<file path="config.mk">
export PLATFORM = sky130hd
export DESIGN_NAME = k_alu8
export DESIGN_NICKNAME = d
export VERILOG_FILES = /design/src/rtl/k_alu8_pkg.sv /design/src/rtl/k_alu8_shifter.sv /design/src/rtl/k_alu8.sv
export SDC_FILE = /design/constraint.sdc
export NUM_CORES = 1
export LEC_CHECK = 0
export BUFFER_PORTS_ARGS = -buffer_cell sky130_fd_sc_hd__buf_2
export CAP_MARGIN = 20
export CORE_UTILIZATION = 36
export DETAILED_ROUTE_END_ITERATION = 10
export MAX_ROUTING_LAYER = met4
export SYNTH_ARGS = -nofsm -noshare
export SYNTH_HDL_FRONTEND = slang
export SYNTH_SLANG_ARGS = --single-unit
</file>
<file path="constraint.sdc">
create_clock -name clk -period 0.8 [get_ports clk]
set_input_delay 0.16 -clock clk [delete_from_list [all_inputs] [get_ports clk]]
set_output_delay 0.16 -clock clk [all_outputs]
set_load 0.1 [all_outputs]
</file>
<file path="src/rtl/k_alu8_pkg.sv">
// Shared types and command-word field positions for the k_alu8 execute-stage ALU.
// Optional flag outputs are enabled by defining K_ALU8_FLAGS_EN.
package k_alu8_pkg;

   typedef enum logic [3:0] {
      FN_ADD   = 4'b0000,
      FN_SUB   = 4'b0001,
      FN_AND   = 4'b0010,
      FN_OR    = 4'b0011,
      FN_XOR   = 4'b0100,
      FN_NOR   = 4'b0101,
      FN_SLL   = 4'b0110,
      FN_SRL   = 4'b0111,
      FN_SRA   = 4'b1000,
      FN_INC   = 4'b1001,
      FN_DEC   = 4'b1010,
      FN_SLT   = 4'b1011,
      FN_SGT   = 4'b1100,
      FN_HAM   = 4'b1101,
      FN_NOT   = 4'b1110,
      FN_PASSB = 4'b1111
   } func_e;

   typedef enum logic [1:0] {
      SH_SLL = 2'd0,
      SH_SRL = 2'd1,
      SH_SRA = 2'd2
   } shift_mode_e;

   localparam int FUNC_MSB = 31;
   localparam int FUNC_LSB = 28;
   localparam int A_MSB    = 15;
   localparam int A_LSB    = 8;
   localparam int B_MSB    = 7;
   localparam int B_LSB    = 0;

   function automatic logic [7:0] popcount8(input logic [7:0] v);
      logic [7:0] cnt;
      cnt = 8'd0;
      for (int i = 0; i < 8; i++) begin
         cnt = cnt + {7'd0, v[i]};
      end
      return cnt;
   endfunction

endpackage

</file>
<file path="src/rtl/k_alu8_shifter.sv">
// Combinational 8-bit shifter for k_alu8; the full 8-bit shift amount is honoured,
// so any amount of 8 or more saturates to zero (or sign fill for SRA).
module k_alu8_shifter
   import k_alu8_pkg::*;
(
   input  logic [7:0]  a,
   input  logic [7:0]  b,
   input  shift_mode_e mode,
   output logic [7:0]  y
);

   logic saturate;

   assign saturate = |b[7:3];

   always_comb begin
      y = a;
      if (saturate) begin
         case (mode)
            SH_SRA:  y = {8{a[7]}};
            default: y = 8'h00;
         endcase
      end else begin
         case (mode)
            SH_SLL:  y = a << b[2:0];
            SH_SRL:  y = a >> b[2:0];
            SH_SRA:  y = $unsigned($signed(a) >>> b[2:0]);
            default: y = a;
         endcase
      end
   end

endmodule

</file>
<file path="src/rtl/k_alu8.sv">
// Registered 8-bit ALU decoding a 32-bit command word; result appears one edge later.
// Define K_ALU8_FLAGS_EN to add registered Z/C/V flag outputs.
module k_alu8
   import k_alu8_pkg::*;
(
   input  logic        clk,
   input  logic        rst_n,
   input  logic [31:0] command,
`ifdef K_ALU8_FLAGS_EN
   output logic        Z,
   output logic        C,
   output logic        V,
`endif
   output logic [7:0]  RES
);

   func_e       func;
   logic [7:0]  op_a;
   logic [7:0]  op_b;
   logic [11:0] rsvd_unused;
   shift_mode_e shift_mode;
   logic [7:0]  shift_y;
   logic [8:0]  add_w;
   logic [8:0]  sub_w;
   logic [7:0]  res_d;
   logic [7:0]  res_q;

   assign func        = func_e'(command[FUNC_MSB:FUNC_LSB]);
   assign op_a        = command[A_MSB:A_LSB];
   assign op_b        = command[B_MSB:B_LSB];
   assign rsvd_unused = command[27:16];

   assign shift_mode = (func == FN_SLL) ? SH_SLL :
                       (func == FN_SRL) ? SH_SRL : SH_SRA;

   k_alu8_shifter u_shifter (
      .a    (op_a),
      .b    (op_b),
      .mode (shift_mode),
      .y    (shift_y)
   );

   // Ninth bit of each sum is the carry (ADD) or borrow (SUB).
   assign add_w = {1'b0, op_a} + {1'b0, op_b};
   assign sub_w = {1'b0, op_a} - {1'b0, op_b};

   always_comb begin
      res_d = 8'h00;
      case (func)
         FN_ADD:   res_d = add_w[7:0];
         FN_SUB:   res_d = sub_w[7:0];
         FN_AND:   res_d = op_a & op_b;
         FN_OR:    res_d = op_a | op_b;
         FN_XOR:   res_d = op_a ^ op_b;
         FN_NOR:   res_d = ~(op_a | op_b);
         FN_SLL,
         FN_SRL,
         FN_SRA:   res_d = shift_y;
         FN_INC:   res_d = op_a + 8'd1;
         FN_DEC:   res_d = op_a - 8'd1;
         FN_SLT:   res_d = {7'd0, $signed(op_a) < $signed(op_b)};
         FN_SGT:   res_d = {7'd0, $signed(op_a) > $signed(op_b)};
         FN_HAM:   res_d = popcount8(op_a);
         FN_NOT:   res_d = ~op_a;
         FN_PASSB: res_d = op_b;
         default:  res_d = 8'h00;
      endcase
   end

   always_ff @(posedge clk or negedge rst_n) begin
      if (!rst_n) begin
         res_q <= 8'h00;
      end else begin
         res_q <= res_d;
      end
   end

   assign RES = res_q;

`ifdef K_ALU8_FLAGS_EN
   logic z_d, c_d, v_d;
   logic z_q, c_q, v_q;

   always_comb begin
      z_d = (res_d == 8'h00);
      c_d = 1'b0;
      v_d = 1'b0;
      case (func)
         FN_ADD: begin
            c_d = add_w[8];
            v_d = (op_a[7] == op_b[7]) && (add_w[7] != op_a[7]);
         end
         FN_SUB: begin
            c_d = sub_w[8];
            v_d = (op_a[7] != op_b[7]) && (sub_w[7] != op_a[7]);
         end
         FN_INC: begin
            c_d = (op_a == 8'hFF);
            v_d = (op_a == 8'h7F);
         end
         FN_DEC: begin
            c_d = (op_a == 8'h00);
            v_d = (op_a == 8'h80);
         end
         default: begin
            c_d = 1'b0;
            v_d = 1'b0;
         end
      endcase
   end

   always_ff @(posedge clk or negedge rst_n) begin
      if (!rst_n) begin
         z_q <= 1'b0;
         c_q <= 1'b0;
         v_q <= 1'b0;
      end else begin
         z_q <= z_d;
         c_q <= c_d;
         v_q <= v_d;
      end
   end

   assign Z = z_q;
   assign C = c_q;
   assign V = v_q;
`endif

endmodule

</file>
# After elaboration in Yosys (flattened, before gate mapping)
# Index checks and enable logic that the tools add are counted.
[word_totals]
romBits = 0
register_bits = 8
mem_bits_rw = 0
wordCells = 49
memories = 0
inputBits = 34
latch_bits = 0
output_inout_bits = 8
[op_classes]
n_mux = 6
n_bitwise = 5
eq_ne = 17
n_reduce_logical = 4
add_sub_neg = 11
n_mul = 0
magnitude_cmp = 2
div_mod_pow = 0
n_shift = 3
[op_table]
columns = ["op", "n"]
rows = [
  ["$pmux 8 s14", 1],
  ["$eq 4x4->1 const B", 8],
  ["$pmux 8 s3", 1],
  ["$eq 4x3->1 const B", 4],
  ["$mux 8", 2],
  ["$not 8->8", 2],
  ["$add 7x1->8", 1],
  ["$add 8x1->8 const B", 1],
  ["$add 8x8->8", 1],
  ["$and 8x8->8", 1],
  ["$eq 4x2->1 const B", 2],
  ["$gt 8x8->1", 1],
  ["$lt 8x8->1", 1],
  ["$or 8x8->8", 1],
  ["$shl 8x3->8", 1],
  ["$shr 8x3->8", 1],
  ["$sshr 8x3->8", 1],
  ["$sub 8x1->8 const B", 1],
  ["$sub 8x8->8", 1],
  ["$xor 8x8->8", 1],
  ["$add 6x1->7", 1],
  ["$add 5x1->6", 1],
  ["$add 4x1->5", 1],
  ["$reduce_or 5->1", 1],
  ["10 further kinds", 11],
]

# Logic depth before layout (Yosys ltp)
[depth]
ltp_word = 8
ltp_mapped = 14
depth_no_buf = 12

# Modules after synthesis
# A second synthesis with hierarchy kept.
[hier_totals]
hier_cells = 432
area_unflattened_um2 = 3191.8
[modules_own_cells]
columns = ["module", "cells_per_inst", "area_each_um2", "seq_area_each_um2", "n_inst"]
rows = [
  ["k_alu8", 304, 2316.0, 200.2, 1],
  ["k_alu8_shifter", 128, 875.8, 0.0, 1],
]

# Worst setup path after synthesis
# Ideal clock, no wire load.
[synth_path]
path_kind = "input -> register"
start = "in command[8]"
end = "reg res_q[2], in the netlist RES[2]"
setup_time_ps = 136
t_required_ps = 664
cell_stages = 12
setup_slack_ps = -2096
path_buffers = 0
t_arrival_ps = 2760
path_cell_list = "inv_1 -> fa_1 -> fa_1 -> fa_1 -> inv_1 -> ha_1 -> inv_1 -> fa_1 -> xnor2_1 -> mux2_2 -> nand3_1 -> a31oi_1"
[synth_between]
elab_chain_len = 8
word_cells_on_any_way = 17
cone_classes = "11 x add/sub; 3 x shift; 3 x mux"
[synth_rtl]
columns = ["element", "line", "rtl"]
rows = [
  ["start, declared", "k_alu8.sv:8", "input logic [31:0] command,"],
  ["$add 1x1->2", "k_alu8_pkg.sv:41", "cnt = cnt + {7'd0, v[i]};"],
  ["$add 2x1->3", "k_alu8_pkg.sv:41", ""],
  ["$add 3x1->4", "k_alu8_pkg.sv:41", ""],
  ["$add 4x1->5", "k_alu8_pkg.sv:41", ""],
  ["$add 5x1->6", "k_alu8_pkg.sv:41", ""],
  ["$add 6x1->7", "k_alu8_pkg.sv:41", ""],
  ["$add 7x1->8", "k_alu8_pkg.sv:41", ""],
  ["$pmux 8 s14 (*)", "k_alu8.sv:49", "case (func)"],
  ["net res_d[2]", "k_alu8.sv:25", "logic [7:0] res_d;"],
  ["end signal, assigned", "k_alu8.sv:74", "res_q <= res_d;"],
  ["end, declared", "k_alu8.sv:26", "logic [7:0] res_q;"],
]
# Mark *: on every way through the listed nets, which the timed path passes. The rest lies on a longest branch.

# Final worst setup path
[layout_path]
start = "in command[11]"
end = "reg res_q[2], in the netlist RES[2]"
[layout_between]
elab_chain_len = 6
word_cells_on_any_way = 11
cone_classes = "5 x add/sub; 3 x shift; 3 x mux"
[layout_rtl]
columns = ["element", "line"]
rows = [
  ["$add 3x1->4", "k_alu8_pkg.sv:41"],
  ["$add 4x1->5", "k_alu8_pkg.sv:41"],
  ["$add 5x1->6", "k_alu8_pkg.sv:41"],
  ["$add 6x1->7", "k_alu8_pkg.sv:41"],
  ["$add 7x1->8", "k_alu8_pkg.sv:41"],
  ["$pmux 8 s14 (*)", "k_alu8.sv:49"],
  ["net res_d[2]", "k_alu8.sv:25"],
]
# Marks and branches as above.

==> metrics <==
synthesized cell area 2860 um2; Largest register FFs 8; register area share after synthesis 0.0700; EDFF count, synth 0; DP HPWL 9.11 mm; Sink Count 8; vias 3550; area leader, netlist ha_1; Worst Path Max Fanout 2; period utilization 3.43; first-pass GRT wire length 18.4 mm; share of cells above drive strength 1 0.468; n_diodes 0; fill count 704; Synth warnings 0; WP data arrival 2.86 ns; Nets 582; # setup viols final 16; initial antenna violation count 0; worst slew pin tran 0.445 ns; CTS root buf clkbuf_8; remaining global-route overflow 0; max_slew headroom 0.699; die extent in x 91.2 um; P per Cell Area 1080 nW/um2; Post-synth top cells ha_1 (36), inv_1 (31), nand2_1 (23), nor2_1 (23), nand3_1 (22); core area 7690 um2; CTS clk-pin slew, worst paths 0.04 ns; Finished Core Util 0.596; Antenna Violating Nets Remaining 0; multi-input logic area 2760 um2; Gate Count Post-Synth 375; vias in the first global route 3453; CTS tree yes; Place WS -2.31 ns; Area growth, synth to finish 60.0%; Routed WL per cell 20.0 um; Die ar. 8310 um2; Die Ht 91.2 um; largest net degree at the start of global routing 34; synth unique cells 70; Max Slew Vio Count 0; drt via density 5.86; H-Tree Depth 1; # rows 32; FF+latch area 230 um2; top cells by area, synth ha_1 (16%), mux4_2 (7.1%), dfrtp_1 (7.0%), xnor2_1 (4.6%), fa_1 (4.2%); DP Area 4060 um2; worst path required time 0.91 ns; status finished, violations left; routed wire length 12.1 mm; ys flop type dfrtp_1; Fin. Hold Viols 0; Port Buffers 29; post-synth top area share 0.157; final instance area 4580 um2; CTS Buffer Depth 2; CTS buffer count 3; failing checks negative setup slack; DRT Pass-1 Iters 5; max frequency 365 MHz; Net Count, Synth 451; FFs w/ async S/R, synth 1.00; RSZ-0062 raised after global routing true; Final min period 2.74 ns; most frequent cell after synthesis ha_1; Placed Cells 591; starting density of the core 0.372; Max-Cap Viols 0; Ports 42; Setup CP Type in2reg; hold crit path type in2async; drt first-iter violations 190; Pleak 1.99 nW; CP startpoint kind primary input; Yosys reg bits 8; power after layout 4.95 mW; fin cells 606; Final GP Congestion 0.953; Avg Cell Area, Syn 7.63 um2; Max VDD drop 0.445 mV; final worst-path setup slack -1.94 ns; Crit. End Element flip-flop; gr usage total 0.294; # DRC 0
[cell usage in the layout (no fill, tap or decap), types with 11 or more instances in the layout]
cell type and count:
buf_2 13, a21oi_1 17, ha_1 29, xnor2_1 11, nor2_1 21, inv_1 21
o21ai_1 11, buf_4 115, nand3_1 18, nand2_1 22, buf_12 11
[logic make-up after synthesis]
logic type,count (synthesis),synth area share
and+or+nand+nor,121,0.226
AOI/OAI and AO/OA,118,0.281
buffers and inverters,56,0.0861
adders and majority gates,42,0.199
xor gates and xnor gates,18,0.0551
muxes,12,0.0822
DFF,8,0.0700
[per-stage QoR]
step	setup TNS, ns	hold slack, ns
final	-14.10	0.301
after global routing	-14.73	0.315
after CTS	-13.91	0.309
after detailed placement	-14.82	0.0124
after global placement	-14.43	0.0148
after floorplan	-12.94	-0.136
[routing by layer]
metal,vias up,GRT usage,part of all wire
met3,43,0.0477,0.067
met5,-,-,0
li1,1661,-,-
met4,0,0.140,0.046
met1,1678,0.368,0.42
met2,168,0.463,0.47
[power breakdown]
part | internal [mW] | switching, mW | leakage (nW)
sequential | 0.520 | 0.0794 | 0.0891
combinational | 1.78 | 2.07 | 1.88
clock | 0.327 | 0.171 | 0.0216
total | 2.63 | 2.32 | 1.99
[final cells by class]
cell class,instances,area share
well taps,102,0.0279
flip-flops and latches,8,0.0503
inverters,31,0.0281
clock buffers,3,0.00902
multi-input cells,311,0.603
repair buffers,151,0.282
[worst max-delay path by stage]
stage,to,from,depth (start not counted)
floorplan,RES[2],command[8],12
global placement,RES[2],command[8],13
detailed placement,RES[2],command[8],13
CTS,RES[2],command[11],13
global route,RES[1],command[11],12
finish,RES[2],command[11],13
[timing repair]
action	CTS	global route
hold buffers	1	0
gates resized for setup	61	31
hold endpoints to repair	8	0
buffers inserted	8	5
setup endpoints to repair	16	16
pin swaps	32	18
[worst max-delay path, cell delays in order]
cell     delay, ns
buf_8         0.08
inv_4         0.03
fa_1          0.49
fa_1          0.53
fa_2          0.44
inv_2         0.08
ha_4          0.13
inv_2         0.03
fa_2          0.32
xnor2_1       0.13
mux2_4        0.26
nand3_2       0.09
a31oi_4       0.07
Power figures use the tool's default switching activity.
